[config.mk]
export PLATFORM = sky130hd
export DESIGN_NAME = lisnoc_mp_simple_host
export DESIGN_NICKNAME = d
export VERILOG_FILES = /design/src/rtl/lisnoc_mp_simple_host.sv
export SDC_FILE = /design/constraint.sdc
export NUM_CORES = 1
export LEC_CHECK = 0
export CORE_ASPECT_RATIO = 2
export CORE_MARGIN = 5
export CORE_UTILIZATION = 30
export DETAILED_ROUTE_END_ITERATION = 16
export PLACE_DENSITY = 0.73
export SKIP_LAST_GASP = 1
export SLEW_MARGIN = 20
export SYNTH_ARGS = -nofsm -noshare
export SYNTH_HDL_FRONTEND = slang
export SYNTH_SLANG_ARGS = --single-unit
[constraint.sdc]
create_clock -name clk -period 4.1 [get_ports clk]
set_input_delay 0.615 -clock clk [delete_from_list [all_inputs] [get_ports clk]]
set_output_delay 0.615 -clock clk [all_outputs]
set_load 0.02 [all_outputs]
[src/rtl/lisnoc_mp_simple_host.sv]
// -----------------------------------------------------------------------------
// lisnoc_mp_simple_host
//
// Host-side bridge between a simple packet stream interface and a
// message-passing slave reached over a small request/acknowledge bus.
// A send writes the flit count followed by each flit to address 0x00.
// A receive reads the flit count from 0x00, then reads that many flits.
// When TX and RX are both pending, the block serves whichever direction
// it did not serve last.
//
// Parameters
//   noc_data_width : bus and flit data width
//   fifo_depth     : slave packet buffer depth (sets size_width)
//
// Ports
//   clk, rst               : clock, asynchronous active-high reset
//   bus_addr/we/en         : bus byte address, write strobe, transfer request
//   bus_data_out/in        : bus write / read data
//   bus_ack                : transfer completes on an edge with bus_en & bus_ack
//   irq                    : slave holds a received packet
//   tx_req/tx_size/tx_gnt  : send request, flit count, one-cycle accept pulse
//   tx_valid/data/ready    : outgoing flit stream
//   rx_valid/data/last/
//   rx_ready               : received flit stream (one-entry output register)
//
// Build option
//   LISNOC_MP_SIMPLE_HOST_POLL_EN : before each send, poll address 0x10
//   until bit 0 (output buffer empty) reads as 1.
// -----------------------------------------------------------------------------
module lisnoc_mp_simple_host #(
  parameter int noc_data_width = 32,
  parameter int fifo_depth     = 16,
  localparam int size_width    = $clog2(fifo_depth + 1)
) (
  input  logic                      clk,
  input  logic                      rst,
  output logic [5:0]                bus_addr,
  output logic                      bus_we,
  output logic                      bus_en,
  output logic [noc_data_width-1:0] bus_data_out,
  input  logic [noc_data_width-1:0] bus_data_in,
  input  logic                      bus_ack,
  input  logic                      irq,
  input  logic                      tx_req,
  input  logic [size_width-1:0]     tx_size,
  output logic                      tx_gnt,
  input  logic                      tx_valid,
  input  logic [noc_data_width-1:0] tx_data,
  output logic                      tx_ready,
  output logic                      rx_valid,
  output logic [noc_data_width-1:0] rx_data,
  output logic                      rx_last,
  input  logic                      rx_ready
);

  typedef enum logic [2:0] {
    IDLE,
    TX_SIZE,
    TX_FLIT,
    RX_SIZE,
    RX_FLIT
`ifdef LISNOC_MP_SIMPLE_HOST_POLL_EN
    , TX_POLL
`endif
  } state_e;

`ifdef LISNOC_MP_SIMPLE_HOST_POLL_EN
  localparam state_e TX_FIRST = TX_POLL;
`else
  localparam state_e TX_FIRST = TX_SIZE;
`endif

  localparam logic [size_width-1:0] ONE = size_width'(1);

  state_e                    state_q, state_d;
  logic [size_width-1:0]     counter_q, counter_d;
  logic                      last_rx_q, last_rx_d;
  logic                      tx_gnt_q, tx_gnt_d;
  logic                      rx_valid_q, rx_valid_d;
  logic                      rx_last_q, rx_last_d;
  logic [noc_data_width-1:0] rx_data_q, rx_data_d;
  logic                      tx_pending;
  logic                      rx_size_zero;

  // A request is consumed by the grant; while the grant pulse is out the
  // requester has not yet had a chance to drop tx_req, so ignore it then.
  assign tx_pending   = tx_req & ~tx_gnt_q;
  assign rx_size_zero = (bus_data_in[size_width-1:0] == '0);

  always_comb begin
    state_d      = state_q;
    counter_d    = counter_q;
    last_rx_d    = last_rx_q;
    tx_gnt_d     = 1'b0;
    rx_data_d    = rx_data_q;
    rx_last_d    = rx_last_q;
    rx_valid_d   = rx_valid_q & ~rx_ready;
    bus_en       = 1'b0;
    bus_we       = 1'b0;
    bus_addr     = '0;
    bus_data_out = '0;
    tx_ready     = 1'b0;

    case (state_q)
      IDLE: begin
        if (irq && (!tx_pending || !last_rx_q)) begin
          state_d = RX_SIZE;
        end else if (tx_pending) begin
          tx_gnt_d  = 1'b1;
          counter_d = tx_size;
          if (tx_size != '0) begin
            state_d = TX_FIRST;
          end else begin
            last_rx_d = 1'b0;
          end
        end
      end

`ifdef LISNOC_MP_SIMPLE_HOST_POLL_EN
      TX_POLL: begin
        bus_en   = 1'b1;
        bus_addr = 6'h10;
        if (bus_ack && bus_data_in[0]) begin
          state_d = TX_SIZE;
        end
      end
`endif

      TX_SIZE: begin
        bus_en                        = 1'b1;
        bus_we                        = 1'b1;
        bus_data_out[size_width-1:0]  = counter_q;
        if (bus_ack) begin
          state_d = TX_FLIT;
        end
      end

      TX_FLIT: begin
        bus_en       = tx_valid;
        bus_we       = 1'b1;
        bus_data_out = tx_data;
        tx_ready     = bus_ack;
        if (tx_valid && bus_ack) begin
          counter_d = counter_q - ONE;
          if (counter_q == ONE) begin
            state_d   = IDLE;
            last_rx_d = 1'b0;
          end
        end
      end

      RX_SIZE: begin
        bus_en = 1'b1;
        if (bus_ack) begin
          counter_d = bus_data_in[size_width-1:0];
          if (rx_size_zero) begin
            // Spurious interrupt still counts as an RX turn so a stuck irq
            // cannot starve pending sends.
            state_d   = IDLE;
            last_rx_d = 1'b1;
          end else begin
            state_d = RX_FLIT;
          end
        end
      end

      RX_FLIT: begin
        bus_en = ~rx_valid_q | rx_ready;
        if (bus_en && bus_ack) begin
          rx_data_d  = bus_data_in;
          rx_valid_d = 1'b1;
          rx_last_d  = (counter_q == ONE);
          counter_d  = counter_q - ONE;
          if (counter_q == ONE) begin
            state_d   = IDLE;
            last_rx_d = 1'b1;
          end
        end
      end

      default: begin
        state_d = IDLE;
      end
    endcase
  end

  always_ff @(posedge clk or posedge rst) begin
    if (rst) begin
      state_q    <= IDLE;
      counter_q  <= '0;
      last_rx_q  <= 1'b0;
      tx_gnt_q   <= 1'b0;
      rx_valid_q <= 1'b0;
      rx_last_q  <= 1'b0;
      rx_data_q  <= '0;
    end else begin
      state_q    <= state_d;
      counter_q  <= counter_d;
      last_rx_q  <= last_rx_d;
      tx_gnt_q   <= tx_gnt_d;
      rx_valid_q <= rx_valid_d;
      rx_last_q  <= rx_last_d;
      rx_data_q  <= rx_data_d;
    end
  end

  assign tx_gnt   = tx_gnt_q;
  assign rx_valid = rx_valid_q;
  assign rx_last  = rx_last_q;
  assign rx_data  = rx_data_q;

endmodule

### Word-level counts from Yosys, hierarchy flattened

Cells that the tools add are included.

* shifts and indexed selects: 0
* add/sub/neg operators: 1
* $mul: 0
* bitwise logic cells: 6
* multiplexer cells: 36
* reduce and logical (&&, ||, !) cells: 16
* $lt $le $gt $ge: 0
* divide/modulo/power cells: 0
* equality and inequality tests: 17

Operator list (count)
* two-way mux 27 bit: 1
* two-way mux 3 bit: 9
* two-way mux 5 bit: 5
* inequality test 2 bit, second input constant: 10
* one-hot mux 5 bit (4 select lines): 1
* two-way mux 1 bit: 16
* one-hot mux 3 bit (5 select lines): 1
* AND reduction 6 bit: 2
* one-hot mux 5 bit (2 select lines): 1
* AND reduction 10 bit: 1
* equality test 3 x 2 -> 1 bit, second input constant: 2
* inequality test 3 bit, second input constant: 2
* equality test 5 x 1 -> 1 bit, second input constant: 1
* zero test 5 bit: 1
* nonzero test 5 bit: 1
* subtractor 5 x 1 -> 5 bit, second input constant: 1
* one-hot mux 1 bit (4 select lines): 1
* nonzero test 4 bit: 1
* OR reduction 2 bit: 2
* equality test 3 x 1 -> 1 bit, second input constant: 1
* equality test 3 bit, second input constant: 1
* logical AND 1 bit: 3
* zero test 3 bit: 1
* inverter 1 bit: 3
* other kinds (6): 8

* RAM bits: 0
* input bits: 76
* output and inout bits: 76
* bits in latches: 0
* memory bits (read-only): 0
* bits in registers: 44
* memories kept: 0
* logic and storage cells: 83

### Longest topological paths before layout

* word-level depth: 7
* mapped depth: 7
* mapped depth without buffers: 7

### Worst setup path before layout

OpenSTA, ideal clock, no wires.

* path type: register to output
* start point: register state_q[2]
* end point: output bus_data_out[11]
* data arrival time: 1575 ps
* path buffers: 3
* required time: 3485 ps
* path slack: 1910 ps
* cell stages (with the launch flop): 7
* path through: dfrtp_1 -> buf_4 -> nand2b_1 -> nor2_2 -> clkbuf_1 -> clkbuf_1 -> and2_1

* cells in the longest elaborated chain, start to end: 2

Ends and longest elaborated chain
* start, declared: line 75 `state_e state_q, state_d;`
* start signal, assigned: line 197 `state_q <= state_d;`
* equality test 3 x 2 -> 1 bit: line 104 `case (state_q)`
* two-way mux 27 bit: line 104
* end, declared: line 40 `output logic [noc_data_width-1:0] bus_data_out,`

No other way between the ends.

### Worst setup path after layout

* start point: register state_q[1]
* end point: output bus_data_out[17]

Same word-level chain as after synthesis.

==> results.yml <==
global_route:
  grt_pass1_vias: 2457
  grt_pass1_wl_um: 12800
  track_usage: 0.160
  grt-ovfl-total: 0
  antenna_found_initial: 0
  grt_max_degree: 45
cts:
  cts_tree: "done"
  cts_sinks: 44
  cts_resized: 0
  cts_root_buffer: "clkbuf_16"
  postCtsHoldBufs: 0
  cts.path.max_buffers: 2
  cts.clk_slew.worst_paths_ns: 0.06
  cts_setup_buffers: 0
  cts_made_buffers: 5
  clock_latency_ns: 0.28
  htreeDepth: 2
detailed_routing:
  wl_per_cell_um: 17.1
  dr.pass1.iters: 4
  top_layer: "met4"
  via_count: 2237
  wl_met3_um: 488
  wl_met2_um: 4440
  routed_wirelength_um: 8000
  routed_via_density: 4.79
  drcViolationCount: 0
  drt-met1-wl_um: 2790
  dr.first_iter.drc_count: 72
  ant_nets: 0
timing:
  fmax_mhz: 288
  slew_viol_final: 0
  fin_ws_ns: 0.630
  layout_min_cycle_time_ns: 3.47
  fin_skew_ns: 0.00222
  holdWs_ns: 0.481
  slew_headroom: 0.392
  grt_setup_unrepaired: "false"
  finalCritPeriodShare: 0.846
  finalSetupViolCount: 0
  max_slew.worst_pin.slew_ns: 0.911
  fin_tns_setup_ns: 0
  hold_viol: 0
yosys:
  netlist_top_cells_area: "dfrtp_1 (45%), mux2_2 (15%), and2_1 (7.3%), nor2_1 (2.4%), buf_4 (2.1%)"
  synth_top_area_cell: "dfrtp_1"
  synth_top_cell_area_share: 0.446
  syn_area_per_cell_um2: 10.7
  synth_seq_cells: 44
  syn_inst: 231
  post_synth_num_cell_types: 47
  yosys_warnings: 0
  async_flop_share: 1.00
  ys_seq_area_frac: 0.446
  synth_edf_count: 0
  netlist_area_um2: 2470
  ys.flop_type: "dfrtp_1"
cells_and_area:
  final_common_cell: "clkdlybuf4s50_1"
  nNetsFinal: 446
  nFillCells: 772
  drive_above_1_share: 0.149
  mostFrequentLayoutCells: "clkdlybuf4s50_1 (145), dfrtp_1 (44), mux2_2 (32)"
  diodes: 0
  finalNonFillerCells: 467
  syn2layout_area_growth_pct: 66.8
floorplan:
  die_w_um: 74.2
  io_pins: 152
  num_rows: 47
  die_area_um2: 10300
  fp.dieH_um: 138
  start_util: 0.302
  coreArea_um2: 8170
job:
  drv_cap: 0
critical_path:
  path_cells: "nand2b_1 > nor2_2 > and2_1 > clkdlybuf4s50_1"
  cp_num_buf_inv: 1
  r2r_slack_ns: 1.55
  critPathSlowestCell: "nor2_2"
  worst_setup_path_end_kind: "output pin"
  crit_arrival_ns: 2.85
  cp_max_fo: 30
  crit_required_ns: 3.48
  crit_family: "simple AND/OR/NAND/NOR gates"
  startpoint_type: "flop"
  cpPeakStageDelay_ns: 0.74
  worstSetupPathType: "flop to output pin"
place:
  portBuffers: 145
  place_ws_ns: 0.919
  gp_congestion: 0.890
  placedCellCount: 459
  dp_hpwl_um: 6380
min_path:
  hold_path_class: "flop to flop"
power:
  power.density_nw_per_um2: 784
  total_power_mw: 3.23
  power.leakage_nw: 1.70
  ir_worst_vdd_mv: 0.499
run_status:
  outcome: "finished, final reports clean"
## kinds of logic (layout without fill, tap and decap cells)
family | count (synthesis) | in the layout | synth area share
simple gates | 84 | 84 | 0.197
flops | 44 | 44 | 0.446
compound gates | 39 | 39 | 0.118
mux | 35 | 35 | 0.161
buf+inv | 25 | 158 | 0.0603
fa+ha+maj | 2 | 2 | 0.0101
other cells | 1 | 6 | 0.00152
xor+xnor | 1 | 1 | 0.00658
## state kept, by name (all words and copies together) (netlist names)
register,flops
counter_q,5
last_rx_q,1
rx_data,32
rx_valid,1
tx_gnt,1
rx_last,1
state_q,3
## tightest hold or removal path: cells and delay by family (launching register included)
family / cells / cell delay [ns]
and+or+nand+nor: 1 / 0.05
DFF: 1 / 0.34
AOI/OAI and AO/OA: 1 / 0.06
## final cells by class
cell class                 count  area [µm²]  share of cell area
clock buffer                   7         153              0.0370
clock inverter                 1        30.0             0.00729
inverter                       5        18.8             0.00455
multi-input combinational    167        1240               0.302
sequential                    44        1100               0.267
tap                           98         123              0.0298
timing repair buffer         145        1450               0.352
## layer usage
layer / vias to the layer above / global-route usage
li1: 1066 / -
met1: 1062 / 0.171
met2: 87 / 0.281
met3: 22 / 0.0371
met4: 0 / 0.0783
met5: - / 0
## worst paths after layout
| check | start | end | depth (start not counted) |
|---|---|---|---|
| worst min-delay path | rx_last | rx_last | 2 |
| min in group asynchronous | rst | rx_data[20] | 2 |
| worst max register to register | state_q[2] | rx_data[24] | 3 |
| worst min register to register | rx_last | rx_last | 2 |
| max in group asynchronous | rst | rx_valid | 2 |
| worst max-delay path | state_q[1] | bus_data_out[17] | 4 |
## power by group
group          total, mW  switching [mW]  internal, mW
clock              0.477           0.156         0.320
sequential         0.834           0.187         0.647
combinational       1.92           0.944         0.978
## cell usage after synthesis, types with 2 or more instances
cell type and n:
inv_1 5, clkbuf_1 5, dfrtp_1 44, a221o_1 2, nor2b_1 2, buf_2 5
and2_1 29, nand2_1 9, a22oi_1 5, ha_1 2, mux2_2 32, or3_1 3
buf_4 7, a41oi_1 2, nand2b_1 6, o21ai_0 8, o22ai_1 3, a31oi_1 2
nor2_1 16, a21oi_1 7, nand3_1 3, a221oi_1 2, nor3_1 6, buf_6 3
## through the flow
stage          utilization  area, µm²
2_1_floorplan            -       2490
3_3_place_gp         0.482       3940
3_5_place_dp         0.482       3940
4_1_cts              0.504       4120
5_1_grt              0.504       4120
6_report             0.504       4120
Note: power is estimated with default switching activity, not from simulation.
